[config.mk]
export PLATFORM = sky130hd
export DESIGN_NAME = dmem_arbiter_flat
export DESIGN_NICKNAME = d
export VERILOG_FILES = /design/src/rtl/dmem_arbiter_if.sv /design/src/rtl/dmem_arbiter.sv /design/src/flat_wrapper.sv
export SDC_FILE = /design/constraint.sdc
export NUM_CORES = 1
export LEC_CHECK = 0
export ABC_AREA = 1
export CAP_MARGIN = 15
export CELL_PAD_IN_SITES_DETAIL_PLACEMENT = 1
export CELL_PAD_IN_SITES_GLOBAL_PLACEMENT = 1
export CORE_MARGIN = 2
export CORE_UTILIZATION = 33
export DETAILED_ROUTE_END_ITERATION = 6
export PLACE_DENSITY = 0.94
export REMOVE_ABC_BUFFERS = 1
export SLEW_MARGIN = 20
export SYNTH_ARGS = -nofsm -noshare
export SYNTH_HDL_FRONTEND = slang
export SYNTH_SLANG_ARGS = --single-unit
[constraint.sdc]
create_clock -name clk -period 2.81 [get_ports clk]
set_clock_uncertainty 0.1 [all_clocks]
set_input_delay 0.562 -clock clk [delete_from_list [all_inputs] [get_ports clk]]
set_output_delay 0.562 -clock clk [all_outputs]
set_load 0.02 [all_outputs]
[src/rtl/dmem_arbiter_if.sv]
// Request/response and memory-side bus of the data-memory arbiter.
// slave = arbiter side, master = requesters plus memory.
interface dmem_arbiter_if #(
   parameter int ADDR_W = 9,
   parameter int DATA_W = 32
);
   logic              m0_req;
   logic              m0_we;
   logic [ADDR_W-1:0] m0_addr;
   logic [DATA_W-1:0] m0_wdata;
   logic              m0_ready;
   logic [DATA_W-1:0] m0_rdata;
   logic              m0_err;

   logic              m1_req;
   logic              m1_we;
   logic [ADDR_W-1:0] m1_addr;
   logic [DATA_W-1:0] m1_wdata;
   logic              m1_ready;
   logic [DATA_W-1:0] m1_rdata;
   logic              m1_err;

   logic              mem_read;
   logic              mem_write;
   logic [ADDR_W-1:0] mem_addr;
   logic [DATA_W-1:0] mem_wdata;
   logic [DATA_W-1:0] mem_rdata;

   modport slave (
      input  m0_req, m0_we, m0_addr, m0_wdata,
      output m0_ready, m0_rdata, m0_err,
      input  m1_req, m1_we, m1_addr, m1_wdata,
      output m1_ready, m1_rdata, m1_err,
      output mem_read, mem_write,
      output mem_addr, mem_wdata,
      input  mem_rdata
   );

   modport master (
      output m0_req, m0_we, m0_addr, m0_wdata,
      input  m0_ready, m0_rdata, m0_err,
      output m1_req, m1_we, m1_addr, m1_wdata,
      input  m1_ready, m1_rdata, m1_err,
      input  mem_read, mem_write,
      input  mem_addr, mem_wdata,
      output mem_rdata
   );
endinterface

[src/rtl/dmem_arbiter.sv]
// Round-robin two-requester arbiter/sequencer for the data memory.
// IDLE -> ACCESS -> RESP; misaligned accesses never strobe the memory.
module dmem_arbiter #(
   parameter int ADDR_W = 9,
   parameter int DATA_W = 32
) (
   input  logic           clk,
   input  logic           rst_n,
   dmem_arbiter_if.slave  bus
);
   typedef enum logic [1:0] {
      IDLE,
      ACCESS,
      RESP
   } state_t;

   state_t            state;
   logic              last_grant;
   logic              win_q;
   logic              we_q;
   logic              err_q;
   logic [ADDR_W-1:0] addr_q;
   logic [DATA_W-1:0] wdata_q;

   logic              any_req;
   logic              win;
   logic              sel_we;
   logic [ADDR_W-1:0] sel_addr;
   logic [DATA_W-1:0] sel_wdata;
   logic              sel_err;
   logic [DATA_W-1:0] rd;

   assign bus.mem_addr  = addr_q;
   assign bus.mem_wdata = wdata_q;

   assign any_req = bus.m0_req | bus.m1_req;

   // On contention the requester that did not win last time goes next.
   always_comb begin
      win = 1'b0;
      unique case (1'b1)
         bus.m0_req & bus.m1_req:  win = ~last_grant;
         ~bus.m0_req & bus.m1_req: win = 1'b1;
         default:                  win = 1'b0;
      endcase
   end

   assign sel_we    = win ? bus.m1_we    : bus.m0_we;
   assign sel_addr  = win ? bus.m1_addr  : bus.m0_addr;
   assign sel_wdata = win ? bus.m1_wdata : bus.m0_wdata;
   assign sel_err   = |sel_addr[1:0];

   assign rd = (!we_q && !err_q) ? bus.mem_rdata : '0;

   always_ff @(posedge clk or negedge rst_n) begin
      if (!rst_n) begin
         state         <= IDLE;
         last_grant    <= 1'b1;
         win_q         <= 1'b0;
         we_q          <= 1'b0;
         err_q         <= 1'b0;
         addr_q        <= '0;
         wdata_q       <= '0;
         bus.mem_read  <= 1'b0;
         bus.mem_write <= 1'b0;
         bus.m0_ready  <= 1'b0;
         bus.m0_err    <= 1'b0;
         bus.m0_rdata  <= '0;
         bus.m1_ready  <= 1'b0;
         bus.m1_err    <= 1'b0;
         bus.m1_rdata  <= '0;
      end else begin
         unique case (state)
            IDLE: begin
               if (any_req) begin
                  win_q         <= win;
                  we_q          <= sel_we;
                  addr_q        <= sel_addr;
                  wdata_q       <= sel_wdata;
                  err_q         <= sel_err;
                  bus.mem_write <= sel_we & ~sel_err;
                  bus.mem_read  <= ~sel_we & ~sel_err;
                  state         <= ACCESS;
               end
            end
            ACCESS: begin
               bus.mem_write <= 1'b0;
               bus.mem_read  <= 1'b0;
               bus.m0_ready  <= ~win_q;
               bus.m1_ready  <= win_q;
               bus.m0_err    <= ~win_q & err_q;
               bus.m1_err    <= win_q & err_q;
               bus.m0_rdata  <= win_q ? '0 : rd;
               bus.m1_rdata  <= win_q ? rd : '0;
               state         <= RESP;
            end
            RESP: begin
               bus.m0_ready <= 1'b0;
               bus.m1_ready <= 1'b0;
               bus.m0_err   <= 1'b0;
               bus.m1_err   <= 1'b0;
               bus.m0_rdata <= '0;
               bus.m1_rdata <= '0;
               last_grant   <= win_q;
               state        <= IDLE;
            end
            default: state <= IDLE;
         endcase
      end
   end
endmodule

[src/flat_wrapper.sv]
// flat-port wrapper written by rule: the top's interface ports become plain ports
module dmem_arbiter_flat 
#(
   parameter int ADDR_W = 9,
   parameter int DATA_W = 32
)
  (clk, rst_n, bus_m0_req, bus_m0_we, bus_m0_addr, bus_m0_wdata, bus_m0_ready, bus_m0_rdata, bus_m0_err, bus_m1_req, bus_m1_we, bus_m1_addr, bus_m1_wdata, bus_m1_ready, bus_m1_rdata, bus_m1_err, bus_mem_read, bus_mem_write, bus_mem_addr, bus_mem_wdata, bus_mem_rdata);
  dmem_arbiter_if #(.ADDR_W(ADDR_W), .DATA_W(DATA_W)) bus_i ();
  input  logic clk;
  input  logic rst_n;
  input wire logic [$bits(bus_i.m0_req)-1:0] bus_m0_req;
  input wire logic [$bits(bus_i.m0_we)-1:0] bus_m0_we;
  input wire logic [$bits(bus_i.m0_addr)-1:0] bus_m0_addr;
  input wire logic [$bits(bus_i.m0_wdata)-1:0] bus_m0_wdata;
  output wire logic [$bits(bus_i.m0_ready)-1:0] bus_m0_ready;
  output wire logic [$bits(bus_i.m0_rdata)-1:0] bus_m0_rdata;
  output wire logic [$bits(bus_i.m0_err)-1:0] bus_m0_err;
  input wire logic [$bits(bus_i.m1_req)-1:0] bus_m1_req;
  input wire logic [$bits(bus_i.m1_we)-1:0] bus_m1_we;
  input wire logic [$bits(bus_i.m1_addr)-1:0] bus_m1_addr;
  input wire logic [$bits(bus_i.m1_wdata)-1:0] bus_m1_wdata;
  output wire logic [$bits(bus_i.m1_ready)-1:0] bus_m1_ready;
  output wire logic [$bits(bus_i.m1_rdata)-1:0] bus_m1_rdata;
  output wire logic [$bits(bus_i.m1_err)-1:0] bus_m1_err;
  output wire logic [$bits(bus_i.mem_read)-1:0] bus_mem_read;
  output wire logic [$bits(bus_i.mem_write)-1:0] bus_mem_write;
  output wire logic [$bits(bus_i.mem_addr)-1:0] bus_mem_addr;
  output wire logic [$bits(bus_i.mem_wdata)-1:0] bus_mem_wdata;
  input wire logic [$bits(bus_i.mem_rdata)-1:0] bus_mem_rdata;
  assign bus_i.m0_req = bus_m0_req;
  assign bus_i.m0_we = bus_m0_we;
  assign bus_i.m0_addr = bus_m0_addr;
  assign bus_i.m0_wdata = bus_m0_wdata;
  assign bus_m0_ready = bus_i.m0_ready;
  assign bus_m0_rdata = bus_i.m0_rdata;
  assign bus_m0_err = bus_i.m0_err;
  assign bus_i.m1_req = bus_m1_req;
  assign bus_i.m1_we = bus_m1_we;
  assign bus_i.m1_addr = bus_m1_addr;
  assign bus_i.m1_wdata = bus_m1_wdata;
  assign bus_m1_ready = bus_i.m1_ready;
  assign bus_m1_rdata = bus_i.m1_rdata;
  assign bus_m1_err = bus_i.m1_err;
  assign bus_mem_read = bus_i.mem_read;
  assign bus_mem_write = bus_i.mem_write;
  assign bus_mem_addr = bus_i.mem_addr;
  assign bus_mem_wdata = bus_i.mem_wdata;
  assign bus_i.mem_rdata = bus_mem_rdata;
  dmem_arbiter #(.ADDR_W(ADDR_W), .DATA_W(DATA_W)) u_core (.clk(clk), .rst_n(rst_n), .bus(bus_i));
endmodule
==> reports/metrics.yaml <==
run_status:
  status: "completed"
global_routing:
  antenna_found_initial: 0
  grt_usage: 0.2348
  grt-ovfl-total: 0
  grt_pass1_vias: 5460
  grt_pass1_wl_mm: 29.71
  grt_max_degree: 57
synth:
  synth_top_family_by_area: "compound AO/OA/AOI/OAI gates"
  synth_area_um2: 5192
  synthMuxAreaShare: 0
  synth_cell_types: 25
  synth_compound_area_frac: 0.2060
  yosysSeqAreaShare: 0.5641
  syn_area_per_cell_um2: 9.510
  synth_fa_ha_area_frac: 0.007229
  ys_seq_elements: 117
  ys_warn_count: 0
  netlist_instances: 546
  post_synth_and_or_nand_nor_area_fraction: 0.1219
  yosys.area_share.xor_xnor: 0
timing:
  finalSetupTns_ps: 0
  min_period_ps: 2226
  setup_viol: 0
  worst_pin_slew_ps: 640.9
  relSlewSlack: 0.5727
  max_freq_ghz: 0.4492
  fin_hold_ws_ps: 67.97
  period_share: 0.7923
  finalHoldViolCount: 0
  rsz0062_at_grt: "false"
  slew_violations: 0
clocking:
  cts_sinks: 117
  worstSkewPairLatency_ps: 410
  cts_root_buf: "clkbuf_16"
  cts_tree: "done"
  cts_buffer_depth: 2
  cts_resized: 0
  cts_buffers: 17
  clk_pin_slew_ps: 60
  post_cts_buffers: 0
  htreeDepth: 4
  postCtsHoldBufs: 0
final_layout:
  fin_nets: 894
  post-route-util: 0.5387
  n_antenna_cell: 0
  final_common_cell: "clkdlybuf4s50_1"
  layout_common_cells: "clkdlybuf4s50_1, dfrtp_1, nand2_1"
  area_growth_pct: 58.89
  drive_gt1_frac: 0.1343
detailed_routing:
  via_per_inst: 4.933
  wirelength_mm: 19.17
  via_count: 4898
  drt-initial-drc-count: 233
  drc: 0
  wire_per_inst_um: 19.31
  dr.pass1.iters: 4
  drtAntennaViolNets: 0
power:
  p_leak_nw: 3.462
  ir_drop_uv: 462.7
  p_per_area_nw_per_um2: 1231
floorplanning:
  die_area_um2: 16750
  fp.dieH_um: 129.4
  core_um2: 15310
  io_pins: 231
  placementRows: 45
  dieWidth_um: 129.4
  initial_core_util: 0.3391
job:
  cap_violations: 0
setup_path:
  rrSetupSlack_ps: 800
  crit_path_start_kind: "input pin"
  cp_data_required_time_ps: 3030
  worstSetupEndpointType: "flip-flop"
  crit_fanout: 40
  cp.arrival_ps: 2450
  crit_type: "input pin to flip-flop"
place:
  place.gp.congestion: 0.7714
  post-dp-hpwl_mm: 13.81
  port_buffers: 230
hold_path:
  min_path_type: "input pin to async pin"
## registers in the layout, indices dropped and copies added (netlist names)
name / cells
u_core.state: 2
u_core.bus.mem_read: 1
u_core.win_q: 1
u_core.bus.m1_err: 1
u_core.last_grant: 1
u_core.bus.mem_wdata: 32
u_core.err_q: 1
u_core.bus.m1_rdata: 32
u_core.bus.mem_write: 1
u_core.bus.m0_ready: 1
u_core.bus.mem_addr: 9
u_core.bus.m0_rdata: 32
u_core.we_q: 1
u_core.bus.m1_ready: 1
u_core.bus.m0_err: 1
## metrics by stage
step / area (um^2) / total power, mW / setup slack [ps] / cells
2_1_floorplan: 4971 / 5.406 / -291.5 / 511
3_3_place_gp: 7647 / 7.703 / 297.5 / 963
3_5_place_dp: 7647 / 7.948 / 150.9 / 963
4_1_cts: 8250 / 10.24 / 579.0 / 993
5_1_grt: 8250 / 10.74 / 506.2 / 993
6_report: 8250 / 10.15 / 583.7 / 993
## per-layer routing
layer / global-route usage / routed length (um) / vias to the layer above
met2: 0.4031 / 9464 / 229
li1: - / - / 2231
met5: 0 / 0 / -
met3: 0.09496 / 1998 / 35
met1: 0.2608 / 7266 / 2403
met4: 0.09298 / 440 / 0
## power by group
| part | leakage [nW] | total [mW] | internal, mW | switching [mW] |
|---|---|---|---|---|
| clock | 0.297 | 2.20 | 1.44 | 0.766 |
| sequential | 1.53 | 2.92 | 2.43 | 0.489 |
| combinational | 1.64 | 5.03 | 2.05 | 2.98 |
## cells in the mapped netlist
master	number	area [um^2]
inv_4	2	12.51
dfrtp_1	116	2903
o22ai_1	66	412.9
clkbuf_1	6	22.52
nand2_2	1	6.260
inv_2	1	3.750
inv_1	76	285.3
o211ai_1	2	15.01
ha_1	3	37.54
nand2_1	100	375.4
o21ai_0	1	5.000
nand3b_1	3	22.52
o21ai_2	52	455.4
nand3_1	6	30.03
dfstp_2	1	26.28
buf_6	3	33.78
buf_8	1	15.01
o21ai_1	33	165.2
a21oi_4	1	16.27
buf_2	20	100.1
clkbuf_4	2	15.01
buf_12	1	20.02
nand2_4	3	33.78
buf_4	2	15.01
nor2_1	44	165.2
## worst max-delay path: stages
cell	delay [ps]
clkdlybuf4s50_1	710
inv_4	90
nand2_4	90
nand2_4	130
inv_4	450
o21ai_1	160
o21ai_1	200
## area by class of cell
type / count / area [um^2]
clock buffers: 23 / 508.0
fillers: 1677 / 7064
inverters: 79 / 301.5
flip-flops and latches: 117 / 2929
well taps: 211 / 264.0
multi-input cells: 315 / 1745
clock inverters: 7 / 95.09
repair buffers: 241 / 2407
## path summary, 6_finish.rpt
| kind | startpoint | to | depth (start not counted) |
|---|---|---|---|
| setup / recovery | bus_m1_req | u_core.bus.mem_wdata[25]$_DFFE_PN0P_ | 7 |
| hold / removal | rst_n | u_core.bus.m0_rdata[7]$_DFFE_PN0P_ | 1 |
| setup reg to reg | u_core.state[1]$_DFFE_PN0P_ | u_core.bus.m0_rdata[13]$_DFFE_PN0P_ | 4 |
| hold reg to reg | u_core.bus.mem_wdata[20]$_DFFE_PN0P_ | u_core.bus.mem_wdata[20]$_DFFE_PN0P_ | 2 |
| max in group asynchronous | rst_n | u_core.last_grant$_DFFE_PN1P_ | 2 |
| min in group clk | u_core.bus.mem_wdata[20]$_DFFE_PN0P_ | u_core.bus.mem_wdata[20]$_DFFE_PN0P_ | 2 |
## cells by family after synthesis
kind of cell,count (synthesis)
DFF,117
buffers and inverters,114
adders and majority gates,3
AOI/OAI and AO/OA,155
and+or+nand+nor,157
(Power assumes the default switching activity.)
==> edit 1, RTL diff (config.mk and constraints unchanged) <==
`DATA_W` is set to 32 in 3 places; all go to 64.
--- a/src/rtl/dmem_arbiter_if.sv
+++ b/src/rtl/dmem_arbiter_if.sv
@@ -4,3 +4,3 @@
    parameter int ADDR_W = 9,
-   parameter int DATA_W = 32
+   parameter int DATA_W = 64
 );
--- a/src/rtl/dmem_arbiter.sv
+++ b/src/rtl/dmem_arbiter.sv
@@ -4,3 +4,3 @@
    parameter int ADDR_W = 9,
-   parameter int DATA_W = 32
+   parameter int DATA_W = 64
 ) (
--- a/src/flat_wrapper.sv
+++ b/src/flat_wrapper.sv
@@ -4,3 +4,3 @@
    parameter int ADDR_W = 9,
-   parameter int DATA_W = 32
+   parameter int DATA_W = 64
 )
Ports: changed (6 resized); port bits go from 231 to 423. The function was not compared with the original's and may differ.
==> edit 1 against the original RTL <==
  * Register-to-register slack improved by 170 ps
  * Sequential cell count increased by 96
  * Power increased by 74%
  * Design area increased by 74%
  * Worst setup slack got worse by 32 ps
  * Non-clock buffer count increased by 207
  * Routed wire length increased by 97%
  * Critical endpoint is now bus_mem_addr[4]
  * Largest power group unchanged
  * Synthesized area increased by 72%
  * Core utilization decreased by 0.26 points
  * Maximum frequency decreased by 1.4%
==> edit 1: results (changes against the original RTL) <==
H-tree depth -> 1 (was 4)
Non-filler instance count after layout -> 1728 (was 993)
Peak supply drop -> 0.000845 V (was 0.000463 V)
Initial drt markers -> 675 (was 233)
Critical path arrival -> 1600 ps (was 2450 ps)
Netlist cell types -> 22 (was 25)
Post-synthesis sequential area ratio -> 0.598 (was 0.564)
Relative max-transition margin -> 0.533 (was 0.573)
P_seq -> 5.32 mW (was 2.92 mW)
Multi-input gate area -> 2650 um^2 (was 1750 um^2)
Status -> complete, no violations (unchanged)
Synth cell count leaders -> 212 x dfrtp_1, 164 x nand2_1, 140 x inv_1 (was 116 x dfrtp_1, 100 x nand2_1, 76 x inv_1)
# port buffers -> 422 (was 230)
Post-layout min period -> 2260 ps (was 2230 ps)
Post-DP Area -> 13500 um^2 (was 7650 um^2)
Grt met3 use -> 0.0672 (was 0.0950)
TritonCTS Buffers -> 24 (was 17)
Total Wirelength -> 37.8 mm (was 19.2 mm)
Average size of a mapped cell -> 9.27 um^2 (was 9.51 um^2)
Crit. End Element -> primary output (was flop)
Met2 GRT Util -> 0.472 (was 0.403)
Critical path's largest stage delay -> 640 ps (was 710 ps)
WHS -> 392 ps (was 68.0 ps)
Clock group -> 3.17 mW (was 2.20 mW)
Total track usage -> 0.261 (was 0.235)
FILL cells -> 2932 (was 1677)
Clock latency on the worst-skew pair -> 520 ps (was 410 ps)
Largest net degree at the start of global routing -> 133 (was 57)
Top post-synthesis cells by area -> dfrtp_1 59%, o22ai_1 9.1%, o21ai_1 7.6%, nand2_1 6.9%, inv_1 5.9% (was dfrtp_1 56%, o21ai_2 8.8%, o22ai_1 8.0%, nand2_1 7.2%, inv_1 5.5%)
Leak -> 5.99 nW (was 3.46 nW)
Crit path launch -> u_core.bus.mem_addr[4] (was bus_m1_req)
Vias in the first global route -> 10.1k (was 5460)
Met1 Use GR -> 0.280 (was 0.261)
Switching fraction of total power -> 0.434 (was 0.417)
Placer Congestion -> 0.838 (was 0.771)
Worst Path Max Fanout -> 2 (was 40)
Initial antenna violation count -> 3 (was 0)
FFs w/ async S/R, synth -> 1.00 (unchanged)
Fin nets -> 1588 (was 894)
Worst setup path endpoint -> bus_mem_addr[4] (was u_core.bus.mem_wdata[25])
# hold bufs at CTS -> 1 (was 0)
Share of layout cells above drive strength 1 -> 0.0563 (was 0.134)
Worst reg2reg endpoint -> u_core.bus.m0_ready (was u_core.bus.m0_rdata[13])
-- edit 1: cell count changes after synthesis, moves of 8 or more --
cell     unedited run  this run
dfrtp_1           116       212
nand2_1           100       164
o21ai_1            33       136
buf_6               3        11
buf_4               2        15
o21ai_0             1        14
buf_2              20        28
o22ai_1            66       130
inv_1              76       140
nor2_1             44        75
o21ai_2            52         0
-- edit 1: cell type report --
type	count	share of cell area
sequential	213	0.372
timing repair buffer	448	0.319
multi-input combinational	539	0.185
clock buffer	38	0.0541
inverter	143	0.0376
tap	341	0.0298
clock inverter	4	0.00175
antenna	2	0.000349
-- edit 1: metal layers --
layer	routed length (um)	part of all wire	vias up
li1	-	-	3976
met4	2140	0.057	0
met2	19200	0.51	418
met5	0	0	-
met1	13600	0.36	4447
met3	2830	0.075	111
-- edit 1: cells by family after synthesis --
kind of cell,after synthesis,synth area share
buf+inv,210,0.108
fa+ha+maj,3,0.00421
simple gates,253,0.111
flops,213,0.598
compound gates,283,0.179
==> edit 2, RTL diff (same settings) <==
Without the edit above. Encoding of `state_t`: now one-hot (3 bits for 3 states).
--- a/src/rtl/dmem_arbiter.sv
+++ b/src/rtl/dmem_arbiter.sv
@@ -10,6 +10,6 @@
 );
-   typedef enum logic [1:0] {
-      IDLE,
-      ACCESS,
-      RESP
+   typedef enum logic [2:0] {
+      IDLE   = 3'b001,
+      ACCESS = 3'b010,
+      RESP   = 3'b100
    } state_t;
Function: same outputs for any inputs over 10 cycles, from zero or initial values and one cycle with rst_n low; not proved beyond that.
==> edit 2 against the original RTL <==
  * Design area fell by 1.9%
  * Sequential cell count rose by 1
  * Combinational power fell by 8.5%
  * Maximum frequency rose by 6.1%
  * Routed wire length fell by 7.5%
  * Power fell by 2.1%
  * Synthesized area fell by 4.2%
  * Worst setup slack improved by 130 ps
  * Critical endpoint is now bus_m0_rdata[17]
  * Highest routed layer unchanged
==> edit 2: results (changes against the original RTL) <==
Core Region -> 14600 um^2 (was 15300 um^2)
Largest net degree at the start of global routing -> 71 (was 57)
Non-clk bufs -> 242 (was 241)
Post-Synthesis Cells -> 534 (was 546)
Status -> complete, no violations (unchanged)
FF+latch area -> 2960 um^2 (was 2930 um^2)
Worst setup path endpoint -> bus_m0_rdata[17] (was u_core.bus.mem_wdata[25])
Netlist cell types -> 17 (was 25)
Compound-Gate Fraction of Synth Area -> 0.128 (was 0.206)
WHS -> 384 ps (was 68.0 ps)
Placer Congestion -> 0.842 (was 0.771)
Leak -> 3.54 nW (was 3.46 nW)
Critical path arrival -> 1440 ps (was 2450 ps)
Worst Max-Slew Pin Slew -> 732 ps (was 641 ps)
Total Wirelength -> 17.7 mm (was 19.2 mm)
Peak supply drop -> 0.000472 V (was 0.000463 V)
FILL cells -> 1623 (was 1677)
First-pass GRT wire length -> 28.6 mm (was 29.7 mm)
# hold bufs at CTS -> 1 (was 0)
CLK BUF -> 22 (was 23)
Critical path's largest stage delay -> 660 ps (was 710 ps)
Invs w/o clock -> 9 (was 79)
Worst R2R Start -> u_core.state[0] (was u_core.state[1])
Top post-synthesis cells by area -> dfrtp_1 58%, nand2_1 10%, nand3_1 7.5%, o21ai_0 6.5%, o211ai_1 5.9% (was dfrtp_1 56%, o21ai_2 8.8%, o22ai_1 8.0%, nand2_1 7.2%, inv_1 5.5%)
Share of layout cells above drive strength 1 -> 0.117 (was 0.134)
Crit path launch -> u_core.bus.m0_rdata[17] (was bus_m1_req)
Fraction of area in multi-input gates -> 0.226 (was 0.212)
Reg2reg path depth -> 5 (was 4)
ClkCell Share -> 0.0780 (was 0.0731)
## edit 2: cell count changes after synthesis, moves of 37 or more
cell	unedited run	this run
o21ai_2	52	0
nand3_1	6	75
or2_2	0	39
inv_1	76	6
o22ai_1	66	0
nand2_1	100	139
nor2_1	44	4
o21ai_0	1	65
o211ai_1	2	39
## edit 2: where the power goes
group / switching (mW) / leakage [nW] / total (mW) / internal, mW
combinational: 2.62 / 1.70 / 4.60 / 1.98
clock: 0.734 / 0.312 / 2.30 / 1.56
sequential: 0.527 / 1.53 / 3.05 / 2.52
total: 3.88 / 3.54 / 9.94 / 6.06
## edit 2: stage by stage
step	worst slack [ps]	util
after CTS	690	0.553
after global placement	543	0.509
final	712	0.553
after detailed placement	451	0.509
after floorplan	201	-
after global routing	660	0.553
## edit 2: per-layer routing
layer | up-vias | GRT usage | routed length [um]
met5 | - | 0 | 0
li1 | 2244 | - | -
met3 | 20 | 0.0881 | 1570
met1 | 2441 | 0.271 | 7140
met4 | 0 | 0.0601 | 234
met2 | 228 | 0.391 | 8790
